$ cat src/rtl/arb_pkg.sv
// Shared types for the arbiter requester agent: FSM state encoding and beat layout.
package arb_pkg;

    localparam int ARB_DATA_W = 32;

    typedef enum logic [1:0] {
        IDLE    = 2'd0,
        REQ     = 2'd1,
        XFER    = 2'd2,
        RELEASE = 2'd3
    } arb_req_state_e;

    typedef struct packed {
        logic [ARB_DATA_W-1:0] data;
        logic                  last;
    } arb_beat_t;

endpackage

$ cat src/rtl/sync_fifo.sv
// Synchronous FIFO with first-word-fall-through read port and wrap-bit pointers.
module sync_fifo #(
    parameter int WIDTH = 33,
    parameter int DEPTH = 16
) (
    input  logic             clk,
    input  logic             rst_n,
    input  logic             push,
    input  logic [WIDTH-1:0] wdata,
    input  logic             pop,
    output logic [WIDTH-1:0] rdata,
    output logic             full,
    output logic             empty
);

    localparam int AW = $clog2(DEPTH);

    logic [WIDTH-1:0] mem [DEPTH];
    logic [AW:0]      wr_ptr;
    logic [AW:0]      rd_ptr;

    always_ff @(posedge clk) begin
        if (!rst_n) begin
            wr_ptr <= '0;
            rd_ptr <= '0;
        end else begin
            if (push && !full) begin
                wr_ptr <= wr_ptr + 1'b1;
            end
            if (pop && !empty) begin
                rd_ptr <= rd_ptr + 1'b1;
            end
        end
    end

    always_ff @(posedge clk) begin
        if (push && !full) begin
            mem[wr_ptr[AW-1:0]] <= wdata;
        end
    end

    // Both flags come straight from the pointer registers, so a pop never frees a slot for a same-cycle push.
    assign empty = (wr_ptr == rd_ptr);
    assign full  = (wr_ptr[AW-1:0] == rd_ptr[AW-1:0]) && (wr_ptr[AW] != rd_ptr[AW]);
    assign rdata = mem[rd_ptr[AW-1:0]];

endmodule

$ cat src/rtl/arb_requester.sv
// Requester agent in front of one round-robin arbiter input: buffers packets and
// streams exactly one complete packet per grant.
module arb_requester
    import arb_pkg::*;
#(
    parameter  int DATA_W = ARB_DATA_W,
    parameter  int DEPTH  = 16,
    localparam int CNT_W  = $clog2(DEPTH + 1)
) (
    input  logic              clk,
    input  logic              rst_n,
    input  logic              in_valid,
    output logic              in_ready,
    input  logic [DATA_W-1:0] in_data,
    input  logic              in_last,
    output logic              req,
    input  logic              grant,
    output logic              out_valid,
    input  logic              out_ready,
    output logic [DATA_W-1:0] out_data,
    output logic              out_last,
    output logic [CNT_W-1:0]  pkt_pending,
    output logic              grant_err
);

    typedef struct packed {
        logic [DATA_W-1:0] data;
        logic              last;
    } beat_t;

    // Handshakes: a beat moves on a rising clk edge where valid and ready are both high;
    // valid never depends on ready, and ready never waits for valid.

    arb_req_state_e state;
    arb_req_state_e next_state;

    beat_t fifo_in;
    beat_t fifo_out;
    logic  fifo_full;
    logic  fifo_empty;
    logic  push;
    logic  pop;

    assign in_ready = rst_n && !fifo_full;
    assign push     = in_valid && in_ready;
    assign pop      = out_valid && out_ready;

    assign fifo_in.data = in_data;
    assign fifo_in.last = in_last;

    sync_fifo #(
        .WIDTH ($bits(beat_t)),
        .DEPTH (DEPTH)
    ) u_fifo (
        .clk   (clk),
        .rst_n (rst_n),
        .push  (push),
        .wdata (fifo_in),
        .pop   (pop),
        .rdata (fifo_out),
        .full  (fifo_full),
        .empty (fifo_empty)
    );

    assign out_data  = fifo_out.data;
    assign out_last  = fifo_out.last;
    assign out_valid = (state == XFER) && grant && !fifo_empty;

    always_ff @(posedge clk) begin
        if (!rst_n) begin
            pkt_pending <= '0;
        end else begin
            case ({push && in_last, pop && out_last})
                2'b10:   pkt_pending <= pkt_pending + CNT_W'(1);
                2'b01:   pkt_pending <= pkt_pending - CNT_W'(1);
                default: pkt_pending <= pkt_pending;
            endcase
        end
    end

    always_comb begin
        next_state = state;
        case (state)
            // Arbiter clears grant a cycle after req falls; never re-request until it has.
            IDLE:    if (pkt_pending != '0 && !grant) next_state = REQ;
            REQ:     if (grant) next_state = XFER;
            XFER:    if (pop && out_last) next_state = RELEASE;
            RELEASE: next_state = IDLE;
            default: next_state = IDLE;
        endcase
    end

    always_ff @(posedge clk) begin
        if (!rst_n) begin
            state     <= IDLE;
            req       <= 1'b0;
            grant_err <= 1'b0;
        end else begin
            state <= next_state;
            req   <= (next_state == REQ) || (next_state == XFER);
            if (state == XFER && !grant) begin
                grant_err <= 1'b1;
            end
        end
    end

endmodule

$ cat config.mk
export PLATFORM = sky130hd
export DESIGN_NAME = arb_requester
export DESIGN_NICKNAME = d
export VERILOG_FILES = /design/src/rtl/arb_pkg.sv /design/src/rtl/sync_fifo.sv /design/src/rtl/arb_requester.sv
export SDC_FILE = /design/constraint.sdc
export NUM_CORES = 1
export LEC_CHECK = 0
export ABC_AREA = 1
export BUFFER_PORTS_ARGS = -buffer_cell sky130_fd_sc_hd__buf_2
export CORE_AREA = 2 2 202 204
export CTS_CLUSTER_DIAMETER = 200
export DETAILED_ROUTE_END_ITERATION = 10
export DIE_AREA = 0 0 204 206
export PLACE_DENSITY = 0.85
export SETUP_SLACK_MARGIN = 0.3
export SYNTH_ARGS = -nofsm -noshare
export SYNTH_HDL_FRONTEND = slang
export SYNTH_SLANG_ARGS = --single-unit
export TNS_END_PERCENT = 50
$ cat constraint.sdc
create_clock -name clk -period 3.35 [get_ports clk]
set_clock_uncertainty 0.05 [all_clocks]
set_input_delay 0.67 -clock clk [delete_from_list [all_inputs] [get_ports clk]]
set_output_delay 0.67 -clock clk [all_outputs]
set_load 0.02 [all_outputs]
==> results.sh <==
export IMPL_hold_class="in2reg"
export IMPL_postPlaceCellArea_sq_um=22800
export IMPL_synthCells=1598
export IMPL_cts_buffers=51
export IMPL_gr_usage_all_layers_pct=26.2
export IMPL_htreeDepth=2
export IMPL_fillers=2690
export IMPL_cp_data_arrival_time_ns=2.37
export IMPL_vias=14700
export IMPL_cts_clk_slew_worst_paths_ns=0.06
export IMPL_grt_overflow=0
export IMPL_p_switching_w=0.00281
export IMPL_crit_type="reg2out"
export IMPL_ys_types=29
export IMPL_drive_above_1_share_pct=13.6
export IMPL_synth_top_area_share_pct=73.3
export IMPL_dieArea_sq_um=42000
export IMPL_syn_nets=1646
export IMPL_gp_congestion=0.770
export IMPL_grt_setup_unrepaired="yes"
export IMPL_cts_root_buf="clkbuf_16"
export IMPL_rows=74
export IMPL_r2r_cells=19
export IMPL_cts_sinks=551
export IMPL_io_buffers=79
export IMPL_drv_cap=0
export IMPL_slew_headroom_pct=67.6
export IMPL_grt_pass1_wl_um=82700
export IMPL_die_w_um=204
export IMPL_grt_max_degree=79
export IMPL_start_util_pct=53.8
export IMPL_clkPwrFrac_pct=43.1
export IMPL_hold_depth=2
export IMPL_fmax_mhz=324
export IMPL_finalSetupViolCount=0
export IMPL_p_int_w=0.0112
export IMPL_worst_slew_pin_slew_ns=0.485
export IMPL_cp_start_kind="flop"
export IMPL_antenna_left=0
export IMPL_pre_cts_ws_ns=0.456
export IMPL_p_per_area_nw_per_um2=560
export IMPL_yosysTopAreaCell="edfxtp_1"
export IMPL_p_leak_nw=8.22
export IMPL_yosys_warnings=0
export IMPL_fin_crit_ns=3.09
export IMPL_drv_slew=0
export IMPL_holdPathEnd="grant_err$_SDFFE_PN0P_"
export IMPL_hold_viol=0
export IMPL_rrSetupSlack_ns=0.42
export IMPL_worstSkewPairLatency_ns=0.61
export IMPL_clockBufferDepth=3
export IMPL_wirelength_um=56700
export IMPL_pwr_share_seq_pct=54.4
export IMPL_drt_initial_drc_count=2259
export IMPL_synth_seq_area_share_pct=75.4
export IMPL_utilization_pct=62.0
export IMPL_irDropWorstVdd_uv=583
export IMPL_worst_endpoint_required_ns=2.63
export IMPL_r2r_end="pkt_pending[4]$_SDFFE_PN0P_"
export IMPL_nets=1717
export IMPL_crit_fanout=48
export IMPL_cts_tree="built"
export IMPL_syn_area_sq_um=21600
export IMPL_grt_pass1_vias=14300
export IMPL_place_hpwl_um=26100
export IMPL_crit_path_end_kind="output port"
export IMPL_synth_seq_cells=551
export IMPL_drt_pass1_iterations=8
export IMPL_synthToLayoutAreaGrowth_pct=15.3
export IMPL_routed_via_density=6.54
export IMPL_die_y_um=206
export IMPL_fin_crit_sh_pct=92.2
export IMPL_tns_ns=0
export IMPL_switching_share_pct=20.1
export IMPL_fin_area_sq_um=24900
export IMPL_power_w=0.0140
export IMPL_antenna_found_initial=3
export IMPL_syn_area_per_cell_sq_um=13.5
export IMPL_ioPinCount=80
export IMPL_yosys_top_cells_area="edfxtp_1, o21ai_0, nor2_1"
export IMPL_wl_per_cell_um=25.3
export IMPL_pwr_share_comb_pct=2.5
export IMPL_setup_slack_ns=0.260
export IMPL_design_core_area_sq_um=40200
export IMPL_hold_start="rst_n"
export IMPL_drc_errors=0
export IMPL_status="finished clean"
[registers in the layout, indices dropped and copies added (netlist names), named ones only]
| name | flops |
|---|---|
| pkt_pending | 5 |
| state | 2 |
| req | 1 |
| grant_err | 1 |
| u_fifo.rd_ptr | 5 |
| u_fifo.mem | 528 |
| u_fifo.wr_ptr | 5 |
[worst max-delay path, stage by stage (launching register included)]
cell and delay [ns]:
dfxtp_4 0.37, buf_4 0.19, buf_16 0.24, o21ai_0 0.18, o22ai_1 0.29, o211ai_1 0.14
nand2_1 0.17, buf_2 0.19
[how the worst max path moves through the flow]
stage,slack [ns],endpoint,start,depth (start not counted)
floorplan,0.09,u_fifo.mem[0][0]$_DFFE_PP_,rst_n,6
global placement,0.56,out_data[27],flop,6
detailed placement,0.46,pkt_pending[4]$_SDFFE_PN0P_,flop,17
CTS,0.31,out_data[13],flop,8
global route,0.22,out_data[27],flop,7
finish,0.26,out_data[8],flop,7
[synthesized netlist by cell type]
cell / n
nor4_1: 1
inv_1: 26
nand3_1: 41
o21a_1: 1
o21ai_1: 26
o21ai_0: 240
inv_2: 4
edfxtp_1: 528
o221ai_1: 81
a211oi_1: 1
dfxtp_1: 23
clkbuf_2: 1
clkinv_2: 1
clkbuf_1: 67
o211ai_1: 47
buf_4: 6
buf_6: 7
nand2_1: 96
ha_1: 9
buf_2: 32
xor2_1: 4
nor2_2: 1
o22ai_1: 47
nand3b_1: 1
fa_1: 1
nor3_1: 1
nor2_1: 285
xnor2_1: 6
a21oi_1: 14
[routing by layer]
layer  track usage, %  vias up  routed length [um]
met5                0        -                  13
met1             33.9     7075               19800
met2             43.5     1220               28100
met4             12.4        2                2280
li1                 -     6161                   -
met3             4.62      222                6510
[final cells by class]
cell class	count	area [sq um]	area share [%]
Multi-Input combinational cell	903	4780	19.2
Sequential cell	551	16300	65.5
Timing Repair Buffer	129	1250	5.03
Clock buffer	63	1340	5.38
Tap cell	532	666	2.67
Antenna cell	2	5.00	0.0201
Inverter	31	144	0.577
Timing Repair inverter	2	20.0	0.0803
Clock inverter	30	390	1.57
[through the flow]
stage          cells  hold slack (ns)
4_1_cts         2237            0.340
3_5_place_dp    2136            0.411
3_3_place_gp    2136            0.394
2_1_floorplan   1598            0.427
5_1_grt         2242            0.358
6_report        2243            0.366
[layout by cell type, fill, tap and decap left out, drive strengths merged]
master and n:
o21a 1, o221ai 81, nand2 96, bufinv 8, clkbuf 64, inv 33
xor2 4, ha 9, nand3b 1, diode 2, nor2 286, o211ai 47
dfxtp 23, nor4 1, clkinv 20, o21ai 266, xnor2 6, buf 128
a211oi 1, a21oi 14, nand3 41, clkinvlp 2, nor3 1, edfxtp 528
o22ai 47, fa 1
[cells by family after synthesis]
family                     count (synthesis)  share of synthesized area [%]
adders and majority gates                 10                          0.613
buffers and inverters                    144                           3.04
DFF                                      551                           75.4
xor gates and xnor gates                  10                          0.405
AOI/OAI and AO/OA                        457                           12.8
and+or+nand+nor                          426                           7.68
[timing repair]
action                     4_1_cts  5_1_grt
cloned                           5        2
setup endpoints to repair       32       29
pin swaps                        1        2
hold buffers                     0        0
buffers inserted                 3        2
resized for setup               33       20
[power groups by stage]
stage               registers [W]  clock network [W]  logic (W)
finish                    0.00760            0.00602   0.000348
global route              0.00760            0.00627   0.000377
CTS                       0.00760            0.00600   0.000340
detailed placement        0.00775                  0   0.000330
global placement          0.00774                  0   0.000317
floorplan                 0.00776                  0   0.000145
Power figures use the tool's default switching activity.
